File: config.mk
export PLATFORM = sky130hd
export DESIGN_NAME = md_req_adapter
export DESIGN_NICKNAME = d
export VERILOG_FILES = /design/src/rtl/md_req_adapter.sv
export SDC_FILE = /design/constraint.sdc
export NUM_CORES = 1
export LEC_CHECK = 0
export ABC_AREA = 1
export CAP_MARGIN = 20
export CORE_ASPECT_RATIO = 1.1
export CORE_MARGIN = 1.5
export CORE_UTILIZATION = 47
export DETAILED_ROUTE_END_ITERATION = 7
export GPL_TIMING_DRIVEN = 0
export PLACE_DENSITY = 0.8
export SETUP_SLACK_MARGIN = 0.05
export SLEW_MARGIN = 25
export SYNTH_ARGS = -nofsm -noshare
export SYNTH_HDL_FRONTEND = slang
export SYNTH_SLANG_ARGS = --single-unit
File: constraint.sdc
create_clock -name clk_i -period 2.4 [get_ports clk_i]
set_clock_uncertainty 0.2 [all_clocks]
set_input_delay 0.24 -clock clk_i [delete_from_list [all_inputs] [get_ports clk_i]]
set_output_delay 0.24 -clock clk_i [all_outputs]
set_load 0.03 [all_outputs]
File: src/rtl/md_req_adapter.sv
// Valid/ready initiator for the mult_div core with a 2-entry response FIFO.
// Optional WAIT watchdog enabled by defining MD_ADAPTER_TIMEOUT_EN.
module md_req_adapter #(
    parameter int unsigned InDw          = 8,
    parameter int unsigned TimeoutCycles = 64
) (
    input  logic              clk_i,
    input  logic              rst_ni,
    input  logic              req_valid_i,
    output logic              req_ready_o,
    input  logic [InDw-1:0]   req_a_i,
    input  logic [InDw-1:0]   req_b_i,
    input  logic [1:0]        req_tc_mode_i,
    input  logic              req_operator_i,
    output logic              md_en_o,
    output logic [InDw-1:0]   md_a_o,
    output logic [InDw-1:0]   md_b_o,
    output logic [1:0]        md_tc_mode_o,
    output logic              md_operator_o,
    input  logic              md_busy_i,
    input  logic              md_valid_i,
    input  logic [2*InDw-1:0] md_c_i,
    input  logic              md_div_by_zero_i,
    input  logic              md_div_overflow_i,
    output logic              resp_valid_o,
    input  logic              resp_ready_i,
    output logic [2*InDw-1:0] resp_c_o,
    output logic              resp_operator_o,
    output logic              resp_div_by_zero_o,
    output logic              resp_div_overflow_o,
    output logic              resp_timeout_o
);

    localparam int unsigned EntW = 2 * InDw + 4;

    typedef enum logic [1:0] {StIdle, StIssue, StWait} state_e;

    state_e            state_q;
    logic [InDw-1:0]   a_q, b_q;
    logic [1:0]        tc_q;
    logic              op_q;
    logic [EntW-1:0]   head_q, tail_q;
    logic [1:0]        count_q;
    logic [1:0]        wsel;
    logic              push, pop, timeout_hit;
    logic [EntW-1:0]   push_data;

`ifdef MD_ADAPTER_TIMEOUT_EN
    localparam int unsigned CntW = $clog2(TimeoutCycles);
    logic [CntW-1:0] tcnt_q;

    // md_valid_i on the expiry cycle takes priority over the timeout.
    assign timeout_hit = (state_q == StWait) & ~md_valid_i &
                         (tcnt_q == CntW'(TimeoutCycles - 1));

    always_ff @(posedge clk_i or negedge rst_ni) begin
        if (!rst_ni) begin
            tcnt_q <= '0;
        end else if (state_q != StWait) begin
            tcnt_q <= '0;
        end else begin
            tcnt_q <= tcnt_q + 1'b1;
        end
    end
`else
    assign timeout_hit = 1'b0;
`endif

    assign push      = (state_q == StWait) & (md_valid_i | timeout_hit);
    assign push_data = md_valid_i ?
                       {md_c_i, op_q, md_div_by_zero_i, md_div_overflow_i, 1'b0} :
                       {{(2 * InDw){1'b0}}, op_q, 1'b0, 1'b0, 1'b1};
    assign pop       = (count_q != 2'd0) & resp_ready_i;
    // Slot a push lands in once a simultaneous pop has shifted the queue.
    assign wsel      = count_q - {1'b0, pop};

    assign req_ready_o = (state_q == StIdle) & ~count_q[1];
    assign md_en_o     = (state_q == StIssue) & ~md_busy_i;

    assign md_a_o        = a_q;
    assign md_b_o        = b_q;
    assign md_tc_mode_o  = tc_q;
    assign md_operator_o = op_q;

    assign resp_valid_o = (count_q != 2'd0);
    assign {resp_c_o, resp_operator_o, resp_div_by_zero_o, resp_div_overflow_o,
            resp_timeout_o} = head_q;

    always_ff @(posedge clk_i or negedge rst_ni) begin
        if (!rst_ni) begin
            state_q <= StIdle;
            a_q     <= '0;
            b_q     <= '0;
            tc_q    <= '0;
            op_q    <= 1'b0;
        end else begin
            unique case (state_q)
                StIdle: begin
                    if (req_valid_i && req_ready_o) begin
                        a_q     <= req_a_i;
                        b_q     <= req_b_i;
                        tc_q    <= req_tc_mode_i;
                        op_q    <= req_operator_i;
                        state_q <= StIssue;
                    end
                end
                StIssue: begin
                    if (!md_busy_i) state_q <= StWait;
                end
                StWait: begin
                    if (push) state_q <= StIdle;
                end
                default: state_q <= StIdle;
            endcase
        end
    end

    always_ff @(posedge clk_i or negedge rst_ni) begin
        if (!rst_ni) begin
            head_q  <= '0;
            tail_q  <= '0;
            count_q <= '0;
        end else begin
            if (pop) head_q <= tail_q;
            if (push) begin
                if (wsel[0]) tail_q <= push_data;
                else         head_q <= push_data;
            end
            count_q <= count_q + {1'b0, push} - {1'b0, pop};
        end
    end

endmodule

==> Word-level counts from Yosys, hierarchy flattened <==
Cells that the tools add are included.
{ "totals": {"regBits": 63, "latch_bits": 0, "ram_bits": 0, "romBits": 0, "inputBits": 43, "out_inout_bits": 42, "wordCells": 36, "memories": 0} }
{ "op_classes": {"n_addsub": 3, "n_mul": 0, "n_div": 0, "magnitude_cmp": 0, "eq_ne": 5, "shift": 0, "n_mux": 8, "n_bitwise": 6, "reduce_logical": 6} }
{ "op_table": {"columns": ["cell", "n"], "rows": [
  ["$mux 20", 4],
  ["$mux 2", 3],
  ["$pmux 2 s3", 1],
  ["$and 1x1->1", 4],
  ["$ne 2x2->1 const B", 2],
  ["$reduce_and 2->1", 2],
  ["$reduce_and 3->1", 1],
  ["$add 2x1->2", 1],
  ["$eq 2x1->1 const B", 1],
  ["$eq 2x2->1 const B", 1],
  ["$logic_not 2->1", 1],
  ["$ne 2x1->1 const B", 1],
  ["$not 1->1", 2],
  ["$reduce_bool 2->1", 1],
  ["$sub 2x1->2", 1],
  ["$logic_and 1x1->1", 1],
  ["$sub 1x1->1", 1]
]} }

==> Longest topological paths before layout <==
{ "logic_depth": {"word_depth": 5, "ltp_mapped": 11} }

==> Worst setup path before layout <==
No wires, ideal clock.
{ "synth_path": {"kind": "register -> register", "from": "register state_q[0]", "to": "register count_q[1]", "arrival_ps": 1488, "setup_slack_ps": 596, "path_stages_with_launch": 12, "n_path_buf": 1, "period_less_slack_ps": 1804, "cell_sequence": "dfrtp_1 > inv_1 > nand3_1 > inv_1 > buf_2 > nand2_1 > nand2_1 > ha_1 > xor2_1 > inv_1 > nand2_1 > nand2_1"} }
{ "synth_via": {"elab_chain_len": 4} }
{ "synth_lines": {"columns": ["element", "line_no", "text"], "rows": [
  ["start: declaration", "38", "state_e state_q;"],
  ["start signal: assignment", "91", "state_q <= StIdle;"],
  ["start signal: assignment", "104", "state_q <= StIssue;"],
  ["start signal: assignment", "108", "if (!md_busy_i) state_q <= StWait;"],
  ["$eq 2x2->1", "69", "assign push = (state_q == StWait) & (md_valid_i | timeout_hit);"],
  ["$and 1x1->1", "69", null],
  ["$add 2x1->2", "129", "count_q <= count_q + {1'b0, push} - {1'b0, pop};"],
  ["$sub 2x1->2", "129", null],
  ["end signal: assignment", "129", null],
  ["end: declaration", "43", "logic [1:0] count_q;"]
]} }
Every way passes these cells.
A chain may end at the register's enable or synchronous reset.

==> Worst setup path after layout <==
{ "layout_path": {"from": "register state_q[0]", "to": "output req_ready_o"} }
{ "layout_via": {"elab_chain_len": 2} }
{ "layout_lines": {"columns": ["element", "line_no", "text"], "rows": [
  ["$logic_not 2->1", "77", "assign req_ready_o = (state_q == StIdle) & ~count_q[1];"],
  ["$and 1x1->1", "77", null],
  ["end: declaration", "10", "output logic req_ready_o,"]
]} }
Every way passes these cells.

==> metrics.txt <==
outcome finished clean; Synth Area in Simple Gates 0.373; Finished Cell Area 3960 um^2; post-synthesis cell count 350; CTS Buf Count 9; total congestion overflow 0; Power Total 5.09 mW; Layout Cells excl Fill 529; endpoint class of the critical path output pin; worst reg2reg setup slack 350 ps; Core Util, Final 0.687; Synth Area in Compound Gates 0.00671; Final Hold Violating Endpoints 0; fillcell total 492; crit-path max FO 10; commonest non-fill, non-tap cell in the layout nand2_1; Synth Area in XOR/XNOR 0.00313; register clock-pin slew on the reported worst setup and hold paths 70 ps; Crit-path slowest cell dlygate4sd2_1; switching power 2.13 mW; Die ar. 6420 um^2; worst-margin pin slew 525 ps; Total GRT Usage 0.228; global-route wire length before repair 11500 um; CTS Buffer Depth 2; Syn Area/Cell 7.99 um^2; leading area contributor after synthesis dfrtp_1; top-area cell type share of the netlist area 0.564; Worst-Skew Late Latency 330 ps; die outline width 76.5 um; # rows 29; core area 5770 um^2; routed len/inst 12.4 um; Hold Crit Class primary input to asynchronous set/reset pin; share of cells above drive strength 1 0.0796; initial core utilization 0.484; #FFs+latches synth 63; Synth warnings 0; CP Launch Point state_q[0]$_DFFE_PN0P_; PortBufs 84; largest family of logic cells by synthesized area simple AND/OR/NAND/NOR gates; Multi-input gate area 1090 um^2; post-layout min period 2120 ps; PwrDens 1280 nW/um^2; Sink Count 63; number of DRC markers in iteration 0 139; max_cap viols 0; setup_tns 0 ps; diode count 0; Slew Limit Fails 0; Max-slew headroom 0.650; Synth Cell Area 2800 um^2; Clk network pwr share 0.175; I/O pin cnt 85; largest net degree at the start of global routing 51; HPWL after DPL 4590 um; drt drc 0; Setup Crit Path Kind register to output pin; RR Startpoint state_q[0]$_DFFE_PN0P_; CTS tree built; dpl cell area 3760 um^2; syn_nets 394; setup ws final 279 ps; # placed instances 512; Via-to-Cell Ratio 4.87; Vias 2577; Peak Freq 0.471 GHz; distinct cell type count of the synthesized netlist 18; WP data arrival 1680 ps; Cell Chain, Critical Path nor3_2 > buf_2 > dlygate4sd2_1; synth top area cells dfrtp_1 (56%), nand2_1 (25%), nand3_1 (11%); post-synthesis sequential area ratio 0.564; Lkg Pwr 2.08 nW; most frequent cells in the layout nand2_1 (185), clkdlybuf4s50_1 (81), nand3_1 (63), dfrtp_1 (63), buf_2 (13); RSZ-0062 raised after global routing no; post-synthesis mux area share 0; Layout area overhead 41.8%; Adder-Cell Fraction of Synth Area 0.00448; Total Routed Length 6580 um; H-tree depth 3; Reg power frac 0.352; Internal Pwr Total 2.96 mW; Die Y 83.9 um; Combinational Power Share 0.472; Crit path required time 1960 ps; Initial DRT Pass Iterations 6; CTS root buffer clkbuf_8; WHS 130 ps; Final setup viols 0; FF+latch area 1580 um^2; Final nets 491; max incr delay on CP 420 ps; dpl ws 91.6 ps; setup repair bufs after CTS 0; GP Congestion 0.775; ANT nets after route 0; Switching Fraction 0.418; period utilisation layout 0.884; number of antenna violations at the first check in global routing 0; vias in the first global route 2622; CP startpoint kind register; peak supply drop 0.858 mV
-- registers in the layout (all words and copies together), names as in the netlist --
| register | cells |
|---|---|
| head_q | 20 |
| tail_q | 20 |
| md_a_o | 8 |
| md_b_o | 8 |
| count_q | 2 |
| md_tc_mode_o | 2 |
| state_q | 2 |
| md_operator_o | 1 |
-- per-layer routing --
metal  global-route usage  vias to the layer above  routed length [um]
met5                    0                        -                   0
met4                0.106                        0                 108
met3               0.0645                       12                 513
met2                0.397                       83                3220
met1                0.259                     1185                2740
li1                     -                     1297                   -
-- final cells by class --
cell class	count	share of cell area
clock buffers	12	0.0366
well taps	77	0.0243
flip-flops and latches	63	0.398
repair buffers	86	0.221
inverters	9	0.00852
clock inverters	4	0.0114
multi-input cells	258	0.274
plain buffers	20	0.0259
-- cells by family (layout without fill, tap and decap cells) --
family | Yosys count | after routing
AND/OR/NAND/NOR | 253 | 253
flip-flops | 63 | 63
buffers and inverters | 29 | 131
AO/OA/AOI/OAI | 3 | 3
adder cells (fa/ha/maj) | 1 | 1
XOR/XNOR | 1 | 1
-- worst max-delay path, delay by kind of cell, from the launching register on --
family / cells / cell delay [ps]
flops: 1 / 410
buf+inv: 2 / 660
simple gates: 1 / 280
-- cells in the mapped netlist --
library cell and instances:
a21boi_0 1, buf_2 13, buf_4 1, buf_6 1, clkbuf_1 5, dfrtp_1 63
ha_1 1, inv_1 8, inv_2 1, nand2_1 185, nand2_2 2, nand3_1 63
nor2_1 1, nor2_4 1, nor3_1 1, o21ai_0 1, o22ai_1 1, xor2_1 1
-- final timing paths --
| kind | endpoint | depth (start not counted) |
|---|---|---|
| min | head_q[13]$_DFF_PN0_ | 2 |
| max in group asynchronous | md_tc_mode_o[0]$_DFFE_PN0P_ | 3 |
| min in group clk_i | md_b_o[6]$_DFFE_PN0P_ | 3 |
| min reg2reg | md_a_o[4]$_DFFE_PN0P_ | 2 |
| max reg2reg | count_q[1]$_DFF_PN0_ | 11 |
| max | req_ready_o | 3 |
-- power by group through the flow --
stage                     clock network [mW]  registers, mW  logic [mW]
after global routing                   0.958           1.85        2.65
after detailed placement                   0           1.80        2.42
after floorplan                            0           2.30       0.974
final                                  0.892           1.79        2.40
after CTS                              0.906           1.79        2.43
after global placement                     0           1.79        2.36
-- what timing repair did --
item                                    4_1_cts  5_1_grt
endpoints found under the hold margin        63        0
endpoints found under the setup margin        1        1
hold buffers                                  1        0
gates resized for setup                       2        1
Note: power is estimated with default switching activity, not from simulation.
